File: src/rtl/elastic_pipe_reg.sv
// Elastic pipeline register: one- or two-entry FIFO stage with a halt sideband and a stall counter.
// Latency: one cycle from an accepted in_* entry to out_*; no combinational in_data->out_data path.
// Backpressure: SKID=0 in_ready = empty | out_ready (comb); SKID=1 in_ready is a flop = "room after this edge".
//
// Ports:
//   CLK, RST                 clock, synchronous active-high reset
//   in_valid/in_data/in_halt upstream entry; in_ready accepts it
//   out_valid/out_data/out_halt head entry; out_ready accepts it
//   flush                    drop everything held plus the incoming entry (halt exception keeps a marker)
//   occupancy                entries currently held
//   stall_cnt / stall_clr    saturating count of cycles the head waits on out_ready; synchronous clear
module elastic_pipe_reg #(
  parameter int WIDTH = 32,
  parameter int SKID  = 1,
  parameter int CNT_W = 16
) (
  input  logic             CLK,
  input  logic             RST,
  input  logic             in_valid,
  input  logic [WIDTH-1:0] in_data,
  input  logic             in_halt,
  output logic             in_ready,
  output logic             out_valid,
  output logic [WIDTH-1:0] out_data,
  output logic             out_halt,
  input  logic             out_ready,
  input  logic             flush,
  output logic [1:0]       occupancy,
  output logic [CNT_W-1:0] stall_cnt,
  input  logic             stall_clr
);

  // Slot 0 is always the head; slot 1 only holds an entry when occupancy is 2.
  logic [WIDTH-1:0] data_q [2];
  logic [WIDTH-1:0] data_d [2];
  logic [1:0]       halt_q, halt_d;
  logic [1:0]       occ_q, occ_d;
  logic             rdy_q, rdy_d;
  logic [CNT_W-1:0] cnt_q, cnt_d;

  logic push, pop;

  // Outputs are gated by occupancy so an empty stage presents all zeros
  // regardless of stale slot contents.
  assign out_valid = (occ_q != 2'd0);
  assign out_data  = out_valid ? data_q[0] : '0;
  assign out_halt  = out_valid & halt_q[0];
  assign occupancy = occ_q;
  assign stall_cnt = cnt_q;

  // SKID=1: registered ready, forced low while reset is held so nothing is
  // accepted before the first post-reset edge has computed it.
  assign in_ready = (SKID != 0) ? (rdy_q & ~RST) : ((occ_q == 2'd0) | out_ready);

  assign push = in_valid & in_ready;
  assign pop  = out_valid & out_ready;

  always_comb begin
    occ_d  = occ_q;
    data_d = data_q;
    halt_d = halt_q;
    if (flush) begin
      // Flush wins over any transfer; a halting entry leaves a zero-payload
      // halt marker behind so downstream still sees the halt.
      occ_d = 2'd0;
      if (in_valid && in_halt) begin
        occ_d     = 2'd1;
        data_d[0] = '0;
        halt_d[0] = 1'b1;
      end
    end else begin
      case (occ_q)
        2'd0: begin
          if (push) begin
            data_d[0] = in_data;
            halt_d[0] = in_halt;
            occ_d     = 2'd1;
          end
        end
        2'd1: begin
          if (push && pop) begin
            // Head leaves, newcomer takes its place.
            data_d[0] = in_data;
            halt_d[0] = in_halt;
          end else if (pop) begin
            occ_d = 2'd0;
          end else if (push) begin
            data_d[1] = in_data;
            halt_d[1] = in_halt;
            occ_d     = 2'd2;
          end
        end
        default: begin
          // Full: in_ready is low, so only a pop can happen.
          if (pop) begin
            data_d[0] = data_q[1];
            halt_d[0] = halt_q[1];
            occ_d     = 2'd1;
          end
        end
      endcase
    end
  end

  assign rdy_d = (occ_d < 2'd2);

  always_comb begin
    cnt_d = cnt_q;
    if (stall_clr) begin
      cnt_d = '0;
    end else if (out_valid && !out_ready && !flush && (cnt_q != {CNT_W{1'b1}})) begin
      cnt_d = cnt_q + CNT_W'(1);
    end
  end

  always_ff @(posedge CLK) begin
    if (RST) begin
      occ_q  <= 2'd0;
      data_q <= '{default: '0};
      halt_q <= 2'b00;
      rdy_q  <= 1'b0;
      cnt_q  <= '0;
    end else begin
      occ_q  <= occ_d;
      data_q <= data_d;
      halt_q <= halt_d;
      rdy_q  <= rdy_d;
      cnt_q  <= cnt_d;
    end
  end

endmodule
File: config.mk
export PLATFORM = sky130hd
export DESIGN_NAME = elastic_pipe_reg
export DESIGN_NICKNAME = d
export VERILOG_FILES = /design/src/rtl/elastic_pipe_reg.sv
export SDC_FILE = /design/constraint.sdc
export NUM_CORES = 1
export LEC_CHECK = 0
export CORE_MARGIN = 5
export CORE_UTILIZATION = 35
export DETAILED_ROUTE_END_ITERATION = 8
export PLACE_DENSITY = 0.64
export SYNTH_ARGS = -nofsm -noshare
export SYNTH_HDL_FRONTEND = slang
export SYNTH_SLANG_ARGS = --single-unit
export TNS_END_PERCENT = 50
File: constraint.sdc
create_clock -name CLK -period 2.55 [get_ports CLK]
set_clock_uncertainty 0.15 [all_clocks]
set_input_delay 0.51 -clock CLK [delete_from_list [all_inputs] [get_ports CLK]]
set_output_delay 0.51 -clock CLK [all_outputs]
set_load 0.005 [all_outputs]
==> out/qor.csv, run 1 <==
stage,metric,value,unit
route,WL final,10.8,mm
placed_design,gpl congestion,0.819,
pwr,total power,2.96,mW
sta,Final Cycle Share,0.954,
route,Via Count,3788,
critical_path,CP Launch Type,register,
pwr,Worst VDD drop,0.256,mV
min_path,Worst Hold Launch,data_q[0],
final_layout,Reg area,1710,um2
floorplanning,Core Box Area,11400,um2
sta,relative slew slack,0.578,
logic_synthesis,"Seq/Total Area, Yosys",0.417,
status,outcome,completed,
pwr,switching share of power,0.223,
pwr,clock share of power,0.478,
grt,first-pass GRT wire length,17.8,mm
grt,initial antenna violation count,0,
logic_synthesis,asr flop ratio synth,0,
floorplanning,Die Height,118,um
critical_path,endpoint class of the critical path,primary output,
sta,Worst Tran Pin Value,633,ps
pwr,power per cell area,540,nW/um2
sta,final setup vio count,0,
logic_synthesis,Yosys reg bits,85,
final_layout,Area Overhead vs Synth,34.2,%
grt,largest net degree at the start of global routing,57,
final_layout,Layout fillers,1164,
critical_path,CP Max Fanout,17,
logic_synthesis,Synth top area share,0.417,
logic_synthesis,synth cell count leaders,"dfxtp_1, nand2_1, a21oi_1",
grt,vias in the first global route,3599,
logic_synthesis,Mapped Cells,498,
floorplanning,DIE WIDTH,118,um
critical_path,FF-to-FF End,stall_cnt[8],
min_path,Worst Hold Class,reg -> reg,
pwr,Seq pwr share,0.454,
floorplanning,Rows,39,
placed_design,placement-stage worst setup slack,75.4,ps
critical_path,Worst EP arrival,1770,ps
logic_synthesis,mapped cell area,4090,um2
floorplanning,Die ar.,13900,um2
critical_path,r2r worst-path depth,6,
route,router iterations before antenna repair,6,
min_path,Hold Path Depth,2,
pwr,Int Power,2.30,mW
route,Routed Antenna Nets,0,
clock_network,Post-CTS Hold Fix Bufs,0,
clock_network,worst skew pair latency,330,ps
logic_synthesis,dominant cell type by area after synthesis,dfxtp_1,
sta,RSZ-0062 raised after global routing,false,
logic_synthesis,mean area per synthesized cell,8.20,um2
route,DRC,0,
logic_synthesis,"EDFF count, synth",0,
final_layout,# nets final,615,
sta,Hold WS,303,ps
logic_synthesis,top area cells in the synthesized netlist,"dfxtp_1, mux2i_1, a21oi_1",
critical_path,slack of the worst reg-to-reg path,600,ps
floorplanning,num ports,92,
logic_synthesis,synth unique cells,42,
min_path,Worst Hold End,data_q[0],
final_layout,Final Non-Filler Cells,723,
sta,setup ws final,118,ps
critical_path,CP Class,reg -> out,
logic_synthesis,top-count cell post-synth,dfxtp_1,
logic_synthesis,Yosys warning total,0,
route,DR iter-0 viols,228,
logic_synthesis,syn_nets,538,
clock_network,CTS tree,built,
sta,setup TNS,0,ps
final_layout,antenna cell count,0,
clock_network,# Post-CTS Setup Buffers,0,
placed_design,Inst Count DP,707,
logic_synthesis,Main synth FF type,dfxtp_1,
route,Routed WL per cell,15.0,um
critical_path,reg-to-reg startpoint,occupancy[1],
grt,gr ovfl total,0,
clock_network,Sink Count,85,
pwr,Comb pwr share,0.068,
grt,total global-route track usage,0.152,
placed_design,DP HPWL,7.13,mm
sta,final hold vios,0,
floorplanning,Initial Utilization,0.358,
clock_network,H-tree depth,3,
placed_design,Port Buffers,91,
critical_path,CP Data Required Time,1890,ps
clock_network,Clock Tree Buf Depth,2,
route,drt via density,5.24,
pwr,NetSw,0.660,mW
pwr,leakage,1.75,nW
sta,Final min period,2430,ps
clock_network,"CTS clk-pin slew, worst paths",60,ps
sta,f_max,411,MHz
final_layout,layout cells sized above 1,0.0724,
clock_network,root buf cell,clkbuf_16,
sta,final count of pins violating max slew,0,
final_layout,Multi-input gate area,2170,um2
run,max_cap viols,0,
clock_network,CTS Buf Count,9,
worst max-delay path, cell delays in order (launching register included):
cell	delay, ps
dfxtp_4	400
nor2_4	60
inv_1	110
buf_6	180
and2_1	170
clkdlybuf4s50_1	510
layout by cell type, fill, tap and decap left out, types with 5 or more instances in the layout:
master	n
mux2i_1	39
nor3_1	5
dfxtp_1	83
and2_1	32
clkdlybuf4s50_1	90
nand4_1	5
or3_1	38
buf_4	9
nor2_1	5
nand3_1	39
nand2_1	82
a21oi_1	75
clkbuf_16	9
inv_1	6
how the worst max path moves through the flow:
stage,from,endpoint,cells after the start
2_1_floorplan,flush,data_q[10],7
3_3_place_gp,flush,stall_cnt[8],6
3_5_place_dp,flush,stall_cnt[8],6
4_1_cts,occupancy[1],out_data[21],5
5_1_grt,occupancy[1],out_data[12],5
6_report,occupancy[1],out_data[22],5
stage by stage:
stage               instance area, um2   util
global route                      5480  0.480
CTS                               5460  0.478
floorplan                         4090      -
finish                            5480  0.480
global placement                  5140  0.450
detailed placement                5140  0.450
cell families after synthesis:
family          count (synthesis)  synth area share
fa+ha+maj                       1           0.00306
simple gates                  234             0.301
buf+inv                        46            0.0576
compound gates                 93             0.126
flops                          85             0.417
mux                            39            0.0956
routing by layer:
| layer | vias to the layer above | share of wire | track usage | wire [um] |
|---|---|---|---|---|
| met5 | - | 0 | 0 | 0 |
| met4 | 0 | 0.013 | 0.0516 | 145 |
| met3 | 12 | 0.046 | 0.0384 | 499 |
| met2 | 89 | 0.50 | 0.259 | 5400 |
| met1 | 1787 | 0.44 | 0.187 | 4780 |
| li1 | 1900 | - | - | - |
sequential cells by signal, indices dropped and copies added (netlist names):
name / count
occupancy: 2
halt_q: 2
rdy_q: 1
stall_cnt: 16
data_q: 64
what timing repair did:
| item | in CTS | in global routing |
|---|---|---|
| setup endpoints to repair | 0 | 22 |
| hold endpoints to repair | 0 | 0 |
| resized for setup | 0 | 6 |
area by class of cell:
cell class	instances	share of cell area
multi-input combinational	367	0.396
timing repair buffer	106	0.197
tap	143	0.0326
sequential	85	0.311
clock inverter	7	0.0180
inverter	6	0.00411
clock buffer	9	0.0411
power groups by stage:
stage | Combinational (mW) | Clock, mW | Sequential [mW]
5_1_grt | 0.222 | 1.51 | 1.34
3_3_place_gp | 0.200 | 0 | 1.37
2_1_floorplan | 0.0888 | 0 | 1.37
4_1_cts | 0.202 | 1.45 | 1.34
6_report | 0.202 | 1.41 | 1.34
3_5_place_dp | 0.201 | 0 | 1.37
No activity file was read; power rests on OpenSTA's default activity.
==> inputs of run 2 (changes only) <==
CTS_CLUSTER_DIAMETER = 120   (was default)
CTS_CLUSTER_SIZE = 25   (was default)
==> results of run 2 <==
No change in the layout: final DEF, timing and power equal those of run 1.
==> inputs of run 3 (changes only) <==
DONT_BUFFER_PORTS = 1   (was default)
PLACE_DENSITY = 0.54   (was 0.64)
==> out/qor.csv, run 3 (synthesis gave the netlist of run 1 again) <==
stage,metric,value,unit,change
critical_path,CP peak stage delay,440,ps,-70 ps
critical_path,"Critical Path, Cell by Cell","nor2_2, inv_1, buf_4, and2_1",,
grt,total global-route track usage,0.152,,-0.000547
min_path,Worst Hold Class,in -> reg,,
final_layout,Reg area,1700,um2,-0.22%
grt,vias in the first global route,3290,,-8.6%
placed_design,Port Buffers,0,,-100%
grt,first-pass GRT wire length,17.4,mm,-2.2%
critical_path,CP Class,reg -> out,,
route,router iterations before antenna repair,4,,-2
final_layout,Multi-input gate area,2170,um2,-0.23%
critical_path,endpoint class of the critical path,primary output,,
final_layout,Largest Register,data_q,,
critical_path,crit path max-delay cell type,dfxtp_1,,
clock_network,Post-CTS Resized,0,,unchanged
placed_design,Inst Count DP,611,,-14%
sta,Hold WS,94.6,ps,-208 ps
clock_network,H-tree depth,3,,unchanged
placed_design,gpl congestion,0.773,,-5.6%
route,DR iter-0 viols,133,,-42%
status,outcome,completed,,
clock_network,CTS tree,built,,
critical_path,CP Data Required Time,1890,ps,about the same
sta,Worst Tran Pin Value,602,ps,-31.1 ps
pwr,Worst VDD drop,0.262,mV,+2.3%
final_layout,Final Non-Filler Cells,627,,-13%
floorplanning,Die ar.,13900,um2,unchanged
final_layout,layout cells sized above 1,0.0702,,-0.00217
sta,setup TNS,0,ps,unchanged
route,Via Count,3388,,-11%
critical_path,CP Max Fanout,22,,+5
sta,Final min period,2270,ps,-165 ps
sta,f_max,441,MHz,+7.3%
final_layout,"commonest non-fill, non-tap cell in the layout",dfxtp_1,,
final_layout,antenna cell count,0,,unchanged
floorplanning,Core Box Area,11400,um2,unchanged
final_layout,"commonest cells after routing, fill and taps aside","dfxtp_1, nand2_1, a21oi_1",,
grt,largest net degree at the start of global routing,79,,+39%
grt,gr ovfl total,0,,unchanged
clock_network,# Post-CTS Setup Buffers,0,,unchanged
clock_network,Clock Tree Buf Depth,2,,unchanged
critical_path,CP Launch Type,register,,
final_layout,Layout fillers,1192,,+2.4%
sta,final hold vios,0,,unchanged
floorplanning,DIE WIDTH,118,um,unchanged
grt,initial antenna violation count,0,,unchanged
sta,final setup vio count,0,,unchanged
route,drt via density,5.40,,+3.1%
clock_network,worst skew pair latency,330,ps,about the same
floorplanning,num ports,92,,unchanged
floorplanning,Initial Utilization,0.358,,unchanged
route,DRC,0,,unchanged
clock_network,CTS Buf Count,9,,unchanged
clock_network,"CTS clk-pin slew, worst paths",60,ps,about the same
route,Routed Antenna Nets,0,,unchanged
clock_network,Post-CTS Hold Fix Bufs,0,,unchanged
clock_network,root buf cell,clkbuf_16,,
route,Routed WL per cell,16.5,um,+10%
pwr,leakage,1.39,nW,-21%
run,max_cap viols,0,,unchanged
sta,final count of pins violating max slew,0,,unchanged
pwr,power per cell area,625,nW/um2,+16%
final_layout,Area Overhead vs Synth,10.1,%,
final_layout,max FFs per register,64,,unchanged
route,WL final,10.4,mm,-4.2%
critical_path,Worst EP arrival,1610,ps,-160 ps
placed_design,DP HPWL,7.05,mm,-1.0%
sta,Final Cycle Share,0.889,,-0.0645
sta,RSZ-0062 raised after global routing,false,,
clock_network,Sink Count,85,,unchanged
floorplanning,Rows,39,,unchanged
sta,relative slew slack,0.597,,+0.0193
final_layout,# nets final,519,,-16%
floorplanning,Die Height,118,um,unchanged
## run 3: path summary, 6_finish.rpt
kind,slack (ps),start,endpoint,cells after the start
max,280,occupancy[0],out_data[2],4
min,90,RST,data_q[63],1
min reg2reg,300,data_q[31],data_q[31],2
max reg2reg,530,occupancy[0],stall_cnt[8],5
## run 3: final cells by class
cell class | count | area share
Tap cell | 143 | 0.0398
Sequential cell | 85 | 0.378
Inverter | 6 | 0.00501
Multi-Input combinational cell | 367 | 0.481
Timing Repair Buffer | 10 | 0.0250
Clock inverter | 6 | 0.0195
Clock buffer | 10 | 0.0509
## run 3: worst max-delay path, delay by kind of cell, from the launching register on
family,cells,cell delay [ps]
buffers and inverters,2,520
AND/OR/NAND/NOR,2,310
flip-flops,1,440
## run 3: stage by stage
stage	worst slack [ps]	util	power, mW	cell area (um2)
after CTS	229	0.394	2.85	4500
after global placement	475	0.366	1.46	4180
final	283	0.394	2.81	4500
after detailed placement	457	0.366	1.46	4180
after global routing	143	0.394	2.93	4500
after floorplan	567	-	1.46	4090
## run 3: per-layer routing
| metal | vias to the layer above | wire, um | GRT usage |
|---|---|---|---|
| met3 | 11 | 668 | 0.0428 |
| li1 | 1710 | - | - |
| met2 | 77 | 4920 | 0.247 |
| met1 | 1590 | 4620 | 0.189 |
| met4 | 0 | 162 | 0.0609 |
| met5 | - | 0 | 0 |
## run 3: report_power, final
group	switching, mW	internal [mW]	total, mW
combinational	0.0515	0.0352	0.0867
clock	0.524	0.858	1.38
sequential	0.00615	1.34	1.34
